--- src/rtl/ntt_intt_ip_coef_io_if.sv ---
// Signal bundle of the coefficient mover: command strobes, input stream, RAM port, output stream, status.
// The mover itself uses the slave modport; master is the view of whatever drives it.
interface ntt_intt_ip_coef_io_if #(
    parameter int CW = 12,
    parameter int AW = 8
);
    logic          load_i;
    logic          store_i;
    logic          in_valid_i;
    logic          in_ready_o;
    logic [CW-1:0] in_data_i;
    logic          load_en_o;
    logic          mem_we_o;
    logic          mem_re_o;
    logic [AW-1:0] mem_addr_o;
    logic [CW-1:0] mem_wdata_o;
    logic [CW-1:0] mem_rdata_i;
    logic          out_valid_o;
    logic          out_ready_i;
    logic [CW-1:0] out_data_o;
    logic          busy_o;
    logic          done_o;
    logic          err_o;

    modport slave (
        input  load_i, store_i, in_valid_i, in_data_i, mem_rdata_i, out_ready_i,
        output in_ready_o, load_en_o, mem_we_o, mem_re_o, mem_addr_o, mem_wdata_o,
               out_valid_o, out_data_o, busy_o, done_o, err_o
    );

    modport master (
        output load_i, store_i, in_valid_i, in_data_i, mem_rdata_i, out_ready_i,
        input  in_ready_o, load_en_o, mem_we_o, mem_re_o, mem_addr_o, mem_wdata_o,
               out_valid_o, out_data_o, busy_o, done_o, err_o
    );
endinterface

--- src/rtl/ntt_intt_ip_coef_io.sv ---
// Coefficient load/store mover between the coefficient streams and the polynomial RAM.
// Optional input range check is built only when NTT_INTT_COEF_RANGE_CHECK_EN is defined.
//
// state    | meaning
// ---------+--------------------------------------------------------------
// ST_IDLE  | waiting for load_i / store_i (load_i has priority)
// ST_LOAD  | accepting N_COEF input beats, one RAM write + load_en per beat
// ST_STORE | reading RAM 0..N_COEF-1 through a 2-entry FIFO to the output
module ntt_intt_ip_coef_io #(
    parameter int N_COEF = 256,
    parameter int CW     = 12,
    parameter int AW     = 8,
    parameter int Q      = 3329
) (
    input  logic                   clk_i,
    input  logic                   rst_ni,
    ntt_intt_ip_coef_io_if.slave   io
);
    localparam int              CNTW = AW + 1;
    localparam logic [CNTW-1:0] NUM  = CNTW'(N_COEF);
    localparam logic [CNTW-1:0] LAST = CNTW'(N_COEF - 1);

    if (N_COEF != (1 << AW)) begin : g_bad_aw
        $error("N_COEF must equal 2**AW");
    end
    if (Q < 2 || Q >= (1 << CW)) begin : g_bad_q
        $error("Q must fit in CW bits");
    end

    typedef enum logic [1:0] {ST_IDLE, ST_LOAD, ST_STORE} state_e;

    state_e          state_q, state_d;
    logic [CNTW-1:0] wr_cnt_q, wr_cnt_d;
    logic [CNTW-1:0] rd_cnt_q, rd_cnt_d;
    logic [CNTW-1:0] out_cnt_q, out_cnt_d;
    logic [AW-1:0]   addr_q, addr_d;
    logic            arm_q, arm_d;
    logic            inflight_q, inflight_d;
    logic [CW-1:0]   fifo_q [2];
    logic [CW-1:0]   fifo_d [2];
    logic            wp_q, wp_d, rp_q, rp_d;
    logic [1:0]      fcnt_q, fcnt_d;
    logic            done_q, done_d;
    logic            accept, issue, push, pop;

    always_comb begin
        state_d    = state_q;
        wr_cnt_d   = wr_cnt_q;
        rd_cnt_d   = rd_cnt_q;
        out_cnt_d  = out_cnt_q;
        arm_d      = arm_q;
        fifo_d     = fifo_q;
        wp_d       = wp_q;
        rp_d       = rp_q;
        done_d     = 1'b0;

        accept = (state_q == ST_LOAD) && io.in_valid_i;
        // The first STORE cycle only arms the read port, so the first beat
        // shows up on the third edge after the one that sampled store_i.
        issue  = (state_q == ST_STORE) && arm_q && (rd_cnt_q < NUM) &&
                 (({1'b0, fcnt_q} + {2'b00, inflight_q}) < 3'd2);
        push   = inflight_q;
        pop    = (fcnt_q != 2'd0) && io.out_ready_i;

        case (state_q)
            ST_IDLE: begin
                if (io.load_i) begin
                    state_d = ST_LOAD;
                end else if (io.store_i) begin
                    state_d = ST_STORE;
                end
            end
            ST_LOAD: begin
                if (accept) begin
                    wr_cnt_d = wr_cnt_q + 1'b1;
                    if (wr_cnt_q == LAST) begin
                        state_d = ST_IDLE;
                        done_d  = 1'b1;
                    end
                end
            end
            ST_STORE: begin
                arm_d = 1'b1;
                if (issue) begin
                    rd_cnt_d = rd_cnt_q + 1'b1;
                end
                if (pop) begin
                    out_cnt_d = out_cnt_q + 1'b1;
                    if (out_cnt_q == LAST) begin
                        state_d = ST_IDLE;
                        done_d  = 1'b1;
                    end
                end
            end
            default: state_d = ST_IDLE;
        endcase

        if (state_d == ST_IDLE) begin
            wr_cnt_d  = '0;
            rd_cnt_d  = '0;
            out_cnt_d = '0;
            arm_d     = 1'b0;
        end

        inflight_d = issue;
        if (push) begin
            fifo_d[wp_q] = io.mem_rdata_i;
            wp_d         = ~wp_q;
        end
        if (pop) begin
            rp_d = ~rp_q;
        end
        fcnt_d = fcnt_q + {1'b0, push} - {1'b0, pop};

        addr_d = accept ? wr_cnt_q[AW-1:0] :
                 issue  ? rd_cnt_q[AW-1:0] : addr_q;
    end

    always_ff @(posedge clk_i or negedge rst_ni) begin
        if (!rst_ni) begin
            state_q    <= ST_IDLE;
            wr_cnt_q   <= '0;
            rd_cnt_q   <= '0;
            out_cnt_q  <= '0;
            addr_q     <= '0;
            arm_q      <= 1'b0;
            inflight_q <= 1'b0;
            fifo_q[0]  <= '0;
            fifo_q[1]  <= '0;
            wp_q       <= 1'b0;
            rp_q       <= 1'b0;
            fcnt_q     <= 2'd0;
            done_q     <= 1'b0;
        end else begin
            state_q    <= state_d;
            wr_cnt_q   <= wr_cnt_d;
            rd_cnt_q   <= rd_cnt_d;
            out_cnt_q  <= out_cnt_d;
            addr_q     <= addr_d;
            arm_q      <= arm_d;
            inflight_q <= inflight_d;
            fifo_q     <= fifo_d;
            wp_q       <= wp_d;
            rp_q       <= rp_d;
            fcnt_q     <= fcnt_d;
            done_q     <= done_d;
        end
    end

    assign io.in_ready_o  = (state_q == ST_LOAD);
    assign io.load_en_o   = accept;
    assign io.mem_we_o    = accept;
    assign io.mem_re_o    = issue;
    assign io.mem_addr_o  = addr_d;
    assign io.mem_wdata_o = accept ? io.in_data_i : '0;
    assign io.out_valid_o = (fcnt_q != 2'd0);
    assign io.out_data_o  = (fcnt_q != 2'd0) ? fifo_q[rp_q] : '0;
    assign io.busy_o      = (state_q != ST_IDLE);
    assign io.done_o      = done_q;

`ifdef NTT_INTT_COEF_RANGE_CHECK_EN
    logic err_q, err_d;

    // Out-of-range coefficients are still written; the flag only reports them.
    always_comb begin
        err_d = err_q;
        if ((state_q == ST_IDLE) && io.load_i) begin
            err_d = 1'b0;
        end else if (accept && (32'(io.in_data_i) >= 32'(Q))) begin
            err_d = 1'b1;
        end
    end

    always_ff @(posedge clk_i or negedge rst_ni) begin
        if (!rst_ni) begin
            err_q <= 1'b0;
        end else begin
            err_q <= err_d;
        end
    end

    assign io.err_o = err_q;
`else
    assign io.err_o = 1'b0;
`endif
endmodule

--- src/flat_wrapper.sv ---
// flat-port wrapper written by rule: the top's interface ports become plain ports
module ntt_intt_ip_coef_io_flat 
#(
    parameter int N_COEF = 256,
    parameter int CW     = 12,
    parameter int AW     = 8,
    parameter int Q      = 3329
)
  (clk_i, rst_ni, io_load_i, io_store_i, io_in_valid_i, io_in_data_i, io_mem_rdata_i, io_out_ready_i, io_in_ready_o, io_load_en_o, io_mem_we_o, io_mem_re_o, io_mem_addr_o, io_mem_wdata_o, io_out_valid_o, io_out_data_o, io_busy_o, io_done_o, io_err_o);
  ntt_intt_ip_coef_io_if #(.CW(CW), .AW(AW)) io_i ();
  input  logic clk_i;
  input  logic rst_ni;
  input wire logic [$bits(io_i.load_i)-1:0] io_load_i;
  input wire logic [$bits(io_i.store_i)-1:0] io_store_i;
  input wire logic [$bits(io_i.in_valid_i)-1:0] io_in_valid_i;
  input wire logic [$bits(io_i.in_data_i)-1:0] io_in_data_i;
  input wire logic [$bits(io_i.mem_rdata_i)-1:0] io_mem_rdata_i;
  input wire logic [$bits(io_i.out_ready_i)-1:0] io_out_ready_i;
  output wire logic [$bits(io_i.in_ready_o)-1:0] io_in_ready_o;
  output wire logic [$bits(io_i.load_en_o)-1:0] io_load_en_o;
  output wire logic [$bits(io_i.mem_we_o)-1:0] io_mem_we_o;
  output wire logic [$bits(io_i.mem_re_o)-1:0] io_mem_re_o;
  output wire logic [$bits(io_i.mem_addr_o)-1:0] io_mem_addr_o;
  output wire logic [$bits(io_i.mem_wdata_o)-1:0] io_mem_wdata_o;
  output wire logic [$bits(io_i.out_valid_o)-1:0] io_out_valid_o;
  output wire logic [$bits(io_i.out_data_o)-1:0] io_out_data_o;
  output wire logic [$bits(io_i.busy_o)-1:0] io_busy_o;
  output wire logic [$bits(io_i.done_o)-1:0] io_done_o;
  output wire logic [$bits(io_i.err_o)-1:0] io_err_o;
  assign io_i.load_i = io_load_i;
  assign io_i.store_i = io_store_i;
  assign io_i.in_valid_i = io_in_valid_i;
  assign io_i.in_data_i = io_in_data_i;
  assign io_i.mem_rdata_i = io_mem_rdata_i;
  assign io_i.out_ready_i = io_out_ready_i;
  assign io_in_ready_o = io_i.in_ready_o;
  assign io_load_en_o = io_i.load_en_o;
  assign io_mem_we_o = io_i.mem_we_o;
  assign io_mem_re_o = io_i.mem_re_o;
  assign io_mem_addr_o = io_i.mem_addr_o;
  assign io_mem_wdata_o = io_i.mem_wdata_o;
  assign io_out_valid_o = io_i.out_valid_o;
  assign io_out_data_o = io_i.out_data_o;
  assign io_busy_o = io_i.busy_o;
  assign io_done_o = io_i.done_o;
  assign io_err_o = io_i.err_o;
  ntt_intt_ip_coef_io #(.N_COEF(N_COEF), .CW(CW), .AW(AW), .Q(Q)) u_core (.clk_i(clk_i), .rst_ni(rst_ni), .io(io_i));
endmodule
--- config.mk ---
export PLATFORM = sky130hd
export DESIGN_NAME = ntt_intt_ip_coef_io_flat
export DESIGN_NICKNAME = d
export VERILOG_FILES = /design/src/rtl/ntt_intt_ip_coef_io_if.sv /design/src/rtl/ntt_intt_ip_coef_io.sv /design/src/flat_wrapper.sv
export SDC_FILE = /design/constraint.sdc
export NUM_CORES = 1
export LEC_CHECK = 0
export ABC_AREA = 1
export ABC_CLOCK_PERIOD_IN_PS = 3200
export BUFFER_PORTS_ARGS = -buffer_cell sky130_fd_sc_hd__buf_2
export CAP_MARGIN = 40
export CORE_MARGIN = 2
export CORE_UTILIZATION = 60
export DETAILED_ROUTE_END_ITERATION = 7
export HOLD_SLACK_MARGIN = 0.02
export PLACE_DENSITY = 0.86
export SLEW_MARGIN = 20
export SYNTH_ARGS = -nofsm -noshare
export SYNTH_HDL_FRONTEND = slang
export SYNTH_SLANG_ARGS = --single-unit
--- constraint.sdc ---
create_clock -name clk_i -period 3.2 [get_ports clk_i]
set_input_delay 0.64 -clock clk_i [delete_from_list [all_inputs] [get_ports clk_i]]
set_output_delay 0.64 -clock clk_i [all_outputs]
set_load 0.02 [all_outputs]
==> qor.csv, run 1 <==
stage,metric,value,unit
outcome,outcome,"finished, final reports clean",
grt,grt_overflow,0,
synth,synth_seq_area_share,0.472,
setup_path,path_delay_family,simple AND/OR/NAND/NOR gates,
setup_path,crit_type,reg2out,
setup_path,end_kind,primary output,
setup_path,rr_endpoint,u_core.rd_cnt_q[0],
floorplanning,rows,28,
clock_tree,cts-buffers-inserted,9,
floorplanning,die_y,81.6,µm
sta,period_share,0.925,
power_and_ir_drop,p_int,0.00194,W
synth,synth_warnings,0,
sta,finalHoldViolCount,0,
grt,antenna_found_initial,0,
routing,routed_via_density,5.28,
floorplanning,die_area,0.00665,mm²
setup_path,cp.arrival,2.32,ns
power_and_ir_drop,seq_power_share,0.339,
clock_tree,cts_root_buf,clkbuf_8,
synth,avgSynthCellArea,8.09,µm²
setup_path,cp_common_cell,nand2_1,
clock_tree,h-tree-depth,3,
grt,track_usage,0.251,
power_and_ir_drop,clkPwrFrac,0.207,
placement,postPlaceCellArea,0.00394,mm²
placement,dp.cells,571,
setup_path,rr_startpoint,u_core.out_cnt_q[0],
sta,setup_violations,0,
synth,ys_seq_elements,68,
job,max_cap_viol_count,0,
sta,clock_skew,0.00715,ns
clock_tree,cts_hold_buf,0,
power_and_ir_drop,power_density,830,mW/mm²
clock_tree,cts.sinks,68,
finish,drive_gt1_frac,0.220,
finish,stdcell_count,588,
setup_path,cp_num_buf_inv,3,
grt,grt_pass1_wl,12800,µm
sta,finalSetupTns,0,ns
setup_path,endpoint,io_mem_addr_o[3],
setup_path,startpoint_type,flip-flop,
synth,synthCells,446,
setup_path,r2r_slack,0.69,ns
clock_tree,clock_path_buffers,2,
placement,place_congestion,0.905,
routing,routed_wirelength,7860,µm
finish,multi_input_area,0.00154,mm²
sta,max_clock_freq,338,MHz
sta,rsz0062_at_grt,no,
sta,slew-limit-headroom,0.537,
sta,whs,0.201,ns
routing,drcViolationCount,0,
synth,ys_types,31,
routing,first_pass_iters,4,
setup_path,crit_path_top_delay_cell,dfrtp_1,
clock_tree,ctsResizeCount,0,
grt,grt_pass1_vias,2837,
power_and_ir_drop,pwr-share-comb,0.454,
finish,seq_area,0.00170,mm²
floorplanning,pin_count,70,
routing,wl_per_cell,13.4,µm
grt,grt_max_degree,69,
sta,post-route-min-period,2.96,ns
placement,dp_hpwl,5210,µm
setup_path,path_cells,"inv_1, ha_1, nand2_1, nor2_1, nand2_4, inv_6, nand2_1, nand2_1, a21oi_1, a21oi_1, buf_2",
clock_tree,clkLatencyLatePin,0.35,ns
power_and_ir_drop,power_switching,0.00153,W
routing,ant_nets,0,
routing,drt_iter0_drc,161,
clock_tree,clk_pin_slew,0.07,ns
setup_path,crit_cells,11,
setup_path,slowest_delay,0.42,ns
finish,syn_to_final_growth,15.8,%
setup_path,crit_required,2.56,ns
finish,design_area,0.00418,mm²
placement,io_buffers,68,
setup_path,crit_start,u_core.state_q[0],
sta,drv_slew,0,
floorplanning,die_x,81.6,µm
finish,antenna_cells,0,
clock_tree,postCtsSetupBuffers,0,
routing,vias,3103,
floorplanning,core,0.00585,mm²
power_and_ir_drop,max-vdd-ir-drop,554,µV
power_and_ir_drop,power,0.00347,W
finish,layout.nets,549,
synth,synth_nets,487,
power_and_ir_drop,p_sw_frac,0.441,
synth,syn-cell-area,0.00361,mm²
clock_tree,cts_tree,built,
floorplanning,initial_core_util,0.617,
finish,nFillCells,440,
sta,worst_pin_slew,0.693,ns
setup_path,critPathMaxFanout,16,
setup_path,rr_worst_depth,14,
power_and_ir_drop,p_leak,2.21,nW
worst_hold_path,worstHoldPathType,in2async,
-- area by class of cell --
| type | instances | area share |
|---|---|---|
| clock buffer | 12 | 0.0371 |
| timing repair buffer | 72 | 0.0964 |
| sequential | 68 | 0.407 |
| multi-input combinational | 294 | 0.368 |
| inverter | 63 | 0.0578 |
| clock inverter | 4 | 0.0114 |
| tap | 75 | 0.0224 |
-- kinds of logic (layout without fill, tap and decap cells) --
| kind of cell | count (synthesis) | in the layout | share of synthesized area |
|---|---|---|---|
| flip-flops | 68 | 68 | 0.472 |
| buffers and inverters | 84 | 151 | 0.104 |
| XOR/XNOR | 16 | 16 | 0.0388 |
| AO/OA/AOI/OAI | 94 | 94 | 0.143 |
| adder cells (fa/ha/maj) | 11 | 11 | 0.0381 |
| other | 1 | 1 | 0.00104 |
| AND/OR/NAND/NOR | 172 | 172 | 0.204 |
-- placed cells by master (no fill, tap or decap), types with 2 or more instances in the layout --
master and count:
buf_4 2, nor2_1 30, nand3_1 18, buf_2 68, nand2_4 4, ha_1 11, o21ai_0 35, a21oi_1 43
nand4_1 2, clkbuf_8 11, inv_2 3, a21oi_2 11, dfrtp_1 68, xor2_1 14, nand2_2 3, clkinv_2 2
o21ai_1 3, inv_1 59, xnor2_1 2, nor3_1 6, nand2_1 104
-- per-stage QoR --
| stage | setup slack, ns | utilization |
|---|---|---|
| floorplan | 0.853 | - |
| global placement | 0.632 | 0.673 |
| detailed placement | 0.535 | 0.673 |
| CTS | 0.136 | 0.708 |
| global route | 0.0421 | 0.715 |
| finish | 0.240 | 0.715 |
-- power by group through the flow --
stage	Combinational [W]	Clock (W)	Sequential, W
2_1_floorplan	0.00120	0	0.00114
3_3_place_gp	0.00151	0	0.00118
3_5_place_dp	0.00156	0	0.00119
4_1_cts	0.00157	0.000735	0.00117
5_1_grt	0.00173	0.000756	0.00120
6_report	0.00158	0.000719	0.00118
-- worst register-to-register path, stage by stage, from the launching register on --
cell and delay, ns:
dfrtp_1 0.41, ha_1 0.19, nand3_1 0.12, nor3b_1 0.32, nand2_1 0.10, nor2_1 0.12
ha_1 0.23, nand3_1 0.11, nand2_1 0.08, nand2_1 0.05, nand2_1 0.05, nand2_1 0.05
nand2_1 0.05, buf_4 0.34, a21oi_1 0.14
-- worst min-delay path by stage --
stage | start | endpoint | slack (ns)
after floorplan | rst_ni | u_core.addr_q[0] | 0.34
after global placement | u_core.fifo_q[10] | u_core.fifo_q[10] | 0.47
after detailed placement | u_core.fifo_q[4] | u_core.fifo_q[4] | 0.48
after CTS | u_core.fifo_q[4] | u_core.fifo_q[4] | 0.49
after global routing | rst_ni | u_core.out_cnt_q[8] | 0.21
final | rst_ni | u_core.out_cnt_q[8] | 0.20
-- registers in the layout, summed over array words and instances (netlist names) --
register           cells
u_core.fifo_q         24
u_core.out_cnt_q       9
u_core.rd_cnt_q        9
u_core.wr_cnt_q        9
u_core.addr_q          8
u_core.fcnt_q          2
u_core.state_q         2
u_core.arm_q           1
u_core.inflight_q      1
u_core.io.done_o       1
u_core.rp_q            1
u_core.wp_q            1
-- synthesized netlist by cell type, drive strengths merged --
cell	number	area share
nand2	111	0.12
buf	12	0.028
o22ai	1	0.0017
ha	11	0.038
nor3b	1	0.0021
inv	63	0.066
nor2	32	0.036
or2	1	0.0017
nand3	19	0.028
o21ai	38	0.053
xor2	14	0.034
a21boi	1	0.0021
a21oi	54	0.086
xnor2	2	0.0049
dfrtp	68	0.47
clkbuf	9	0.0097
nor3	6	0.0083
conb	1	0.0010
nand4	2	0.0035
-- metal layers --
layer	share of wire	track usage
met5	0	0
met4	0.026	0.112
met3	0.058	0.0582
met2	0.49	0.416
met1	0.42	0.316
No activity file was read; power rests on OpenSTA's default activity.
==> run 2: changes to the inputs <==
PLACE_DENSITY = 0.93   (was 0.86)
RECOVER_POWER = 50   (was default)
SKIP_CTS_REPAIR_TIMING = 1   (was default)
==> qor.csv, run 2 (same netlist as run 1, synthesis figures left out) <==
stage,metric,value,unit,change
outcome,outcome,"finished, final reports clean",,
power_and_ir_drop,max-vdd-ir-drop,542,µV,-2.1%
finish,syn_to_final_growth,14.3,%,
power_and_ir_drop,p_sw_frac,0.454,,+0.0129
power_and_ir_drop,clkPwrFrac,0.209,,+0.002
sta,setup_ws,0.289,ns,+0.0491 ns
finish,largest-register,u_core.fifo_q,,
setup_path,rr_endpoint,u_core.out_cnt_q[6],,
floorplanning,pin_count,70,,unchanged
grt,grt_max_degree,40,,-42%
placement,postPlaceCellArea,0.00393,mm²,-0.32%
setup_path,rr_worst_depth,13,,-1
finish,design_area,0.00412,mm²,-1.3%
sta,rsz0062_at_grt,no,,
clock_tree,clock_path_buffers,2,,unchanged
setup_path,crit_path_top_delay_cell,dfrtp_1,,
setup_path,crit_required,2.56,ns,about the same
clock_tree,h-tree-depth,3,,unchanged
clock_tree,cts_tree,built,,
clock_tree,clk_pin_slew,0.08,ns,about the same
power_and_ir_drop,pwr-share-comb,0.447,,-0.007
grt,grt_pass1_vias,2937,,+3.5%
setup_path,crit_cells,11,,unchanged
floorplanning,die_area,0.00665,mm²,unchanged
setup_path,startpoint_type,flip-flop,,
power_and_ir_drop,seq_power_share,0.344,,+0.005
finish,layout.nets,548,,-0.18%
worst_hold_path,worstHoldPathType,in2async,,
sta,drv_slew,0,,unchanged
setup_path,endpoint,io_mem_addr_o[3],,
power_and_ir_drop,power_switching,0.00156,W,+1.6%
setup_path,r2r_slack,0.57,ns,-0.12 ns
sta,slew-limit-headroom,0.209,,-0.328
clock_tree,cts-buffers-inserted,9,,unchanged
finish,largest_register_ffs,24,,unchanged
placement,place_congestion,0.881,,-2.6%
finish,most-common-layout-cells,"104 x nand2_1, 68 x dfrtp_1, 67 x buf_2",,
routing,drt_iter0_drc,180,,+12%
sta,worst_pin_slew,1.19,ns,+0.494 ns
setup_path,end_kind,primary output,,
sta,finalHoldViolCount,0,,unchanged
floorplanning,initial_core_util,0.617,,unchanged
clock_tree,cts.sinks,68,,unchanged
floorplanning,die_x,81.6,µm,unchanged
routing,first_pass_iters,5,,+1
power_and_ir_drop,p_int,0.00187,W,-3.6%
setup_path,slowest_delay,0.41,ns,about the same
routing,vias,3103,,unchanged
clock_tree,clkLatencyLatePin,0.35,ns,about the same
sta,post-route-min-period,2.91,ns,-0.0491 ns
setup_path,crit_start,u_core.state_q[0],,
sta,period_share,0.910,,-0.0154
placement,place_ws,0.566,ns,+0.0308 ns
finish,drive_gt1_frac,0.217,,-0.00348
setup_path,cp_num_buf_inv,3,,unchanged
setup_path,crit_type,reg2out,,
finish,antenna_cells,0,,unchanged
clock_tree,cts_root_buf,clkbuf_8,,
routing,routed_wirelength,7920,µm,+0.81%
finish,mostFrequentLayoutCell,nand2_1,,
sta,max_clock_freq,344,MHz,+1.7%
job,max_cap_viol_count,0,,unchanged
power_and_ir_drop,p_leak,2.16,nW,-2.0%
placement,io_buffers,68,,unchanged
grt,antenna_found_initial,0,,unchanged
setup_path,path_delay_family,simple AND/OR/NAND/NOR gates,,
placement,dp_hpwl,5410,µm,+3.9%
setup_path,rr_startpoint,u_core.out_cnt_q[0],,
sta,clock_skew,0.00830,ns,+0.00115 ns
routing,ant_nets,0,,unchanged
floorplanning,die_y,81.6,µm,unchanged
finish,nFillCells,456,,+3.6%
power_and_ir_drop,power_density,831,mW/mm²,about the same
setup_path,critPathMaxFanout,16,,unchanged
setup_path,path_cells,"inv_1, ha_2, nand2_1, nor2_1, nand2_2, inv_4, nand2_1, nand2_1, a21oi_1, a21oi_1, buf_2",,
sta,finalSetupTns,0,ns,unchanged
sta,whs,0.318,ns,+0.118 ns
routing,wl_per_cell,13.5,µm,+0.99%
routing,drcViolationCount,0,,unchanged
grt,grt_overflow,0,,unchanged
routing,routed_via_density,5.29,,+0.17%
setup_path,cp.arrival,2.27,ns,-0.05 ns
grt,track_usage,0.249,,-0.00273
grt,grt_pass1_wl,12600,µm,-0.82%
floorplanning,core,0.00585,mm²,unchanged
floorplanning,rows,28,,unchanged
setup_path,cp_common_cell,nand2_1,,
sta,setup_violations,0,,unchanged
[run 2: stage by stage]
step                 util  instances  power [W]
global route        0.705        587    0.00365
CTS                 0.705        587    0.00344
global placement    0.671        571    0.00266
floorplan               -        446    0.00235
finish              0.705        587    0.00343
detailed placement  0.671        571    0.00272
[run 2: worst min-delay path by stage]
stage,startpoint,end,slack (ns),depth (start not counted)
2_1_floorplan,rst_ni,u_core.addr_q[0],0.34,0
3_3_place_gp,u_core.fifo_q[7],u_core.fifo_q[7],0.47,2
3_5_place_dp,u_core.fifo_q[7],u_core.fifo_q[7],0.47,2
4_1_cts,rst_ni,u_core.fifo_q[23],0.17,1
5_1_grt,rst_ni,u_core.fifo_q[17],0.39,1
6_report,rst_ni,u_core.fifo_q[2],0.32,1
[run 2: power by group through the flow]
stage               clock network, W  registers, W  logic (W)
global route                0.000758       0.00120    0.00169
floorplan                          0       0.00114    0.00120
finish                      0.000716       0.00118    0.00153
global placement                   0       0.00118    0.00148
CTS                         0.000726       0.00118    0.00154
detailed placement                 0       0.00119    0.00153
[run 2: metal layers]
| metal | part of all wire | up-vias | GRT usage |
|---|---|---|---|
| met1 | 0.43 | 1466 | 0.303 |
| met2 | 0.50 | 95 | 0.423 |
| met3 | 0.050 | 19 | 0.0429 |
| li1 | - | 1523 | - |
| met5 | 0 | - | 0 |
| met4 | 0.022 | 0 | 0.131 |
[run 2: layout make-up]
type	count	area, µm²	share of cell area
inverters	63	239	0.0579
clock buffers	9	124	0.0300
flip-flops and latches	68	1700	0.413
clock inverters	7	75.1	0.0182
repair buffers	71	355	0.0862
multi-input cells	294	1540	0.372
well taps	75	93.8	0.0228
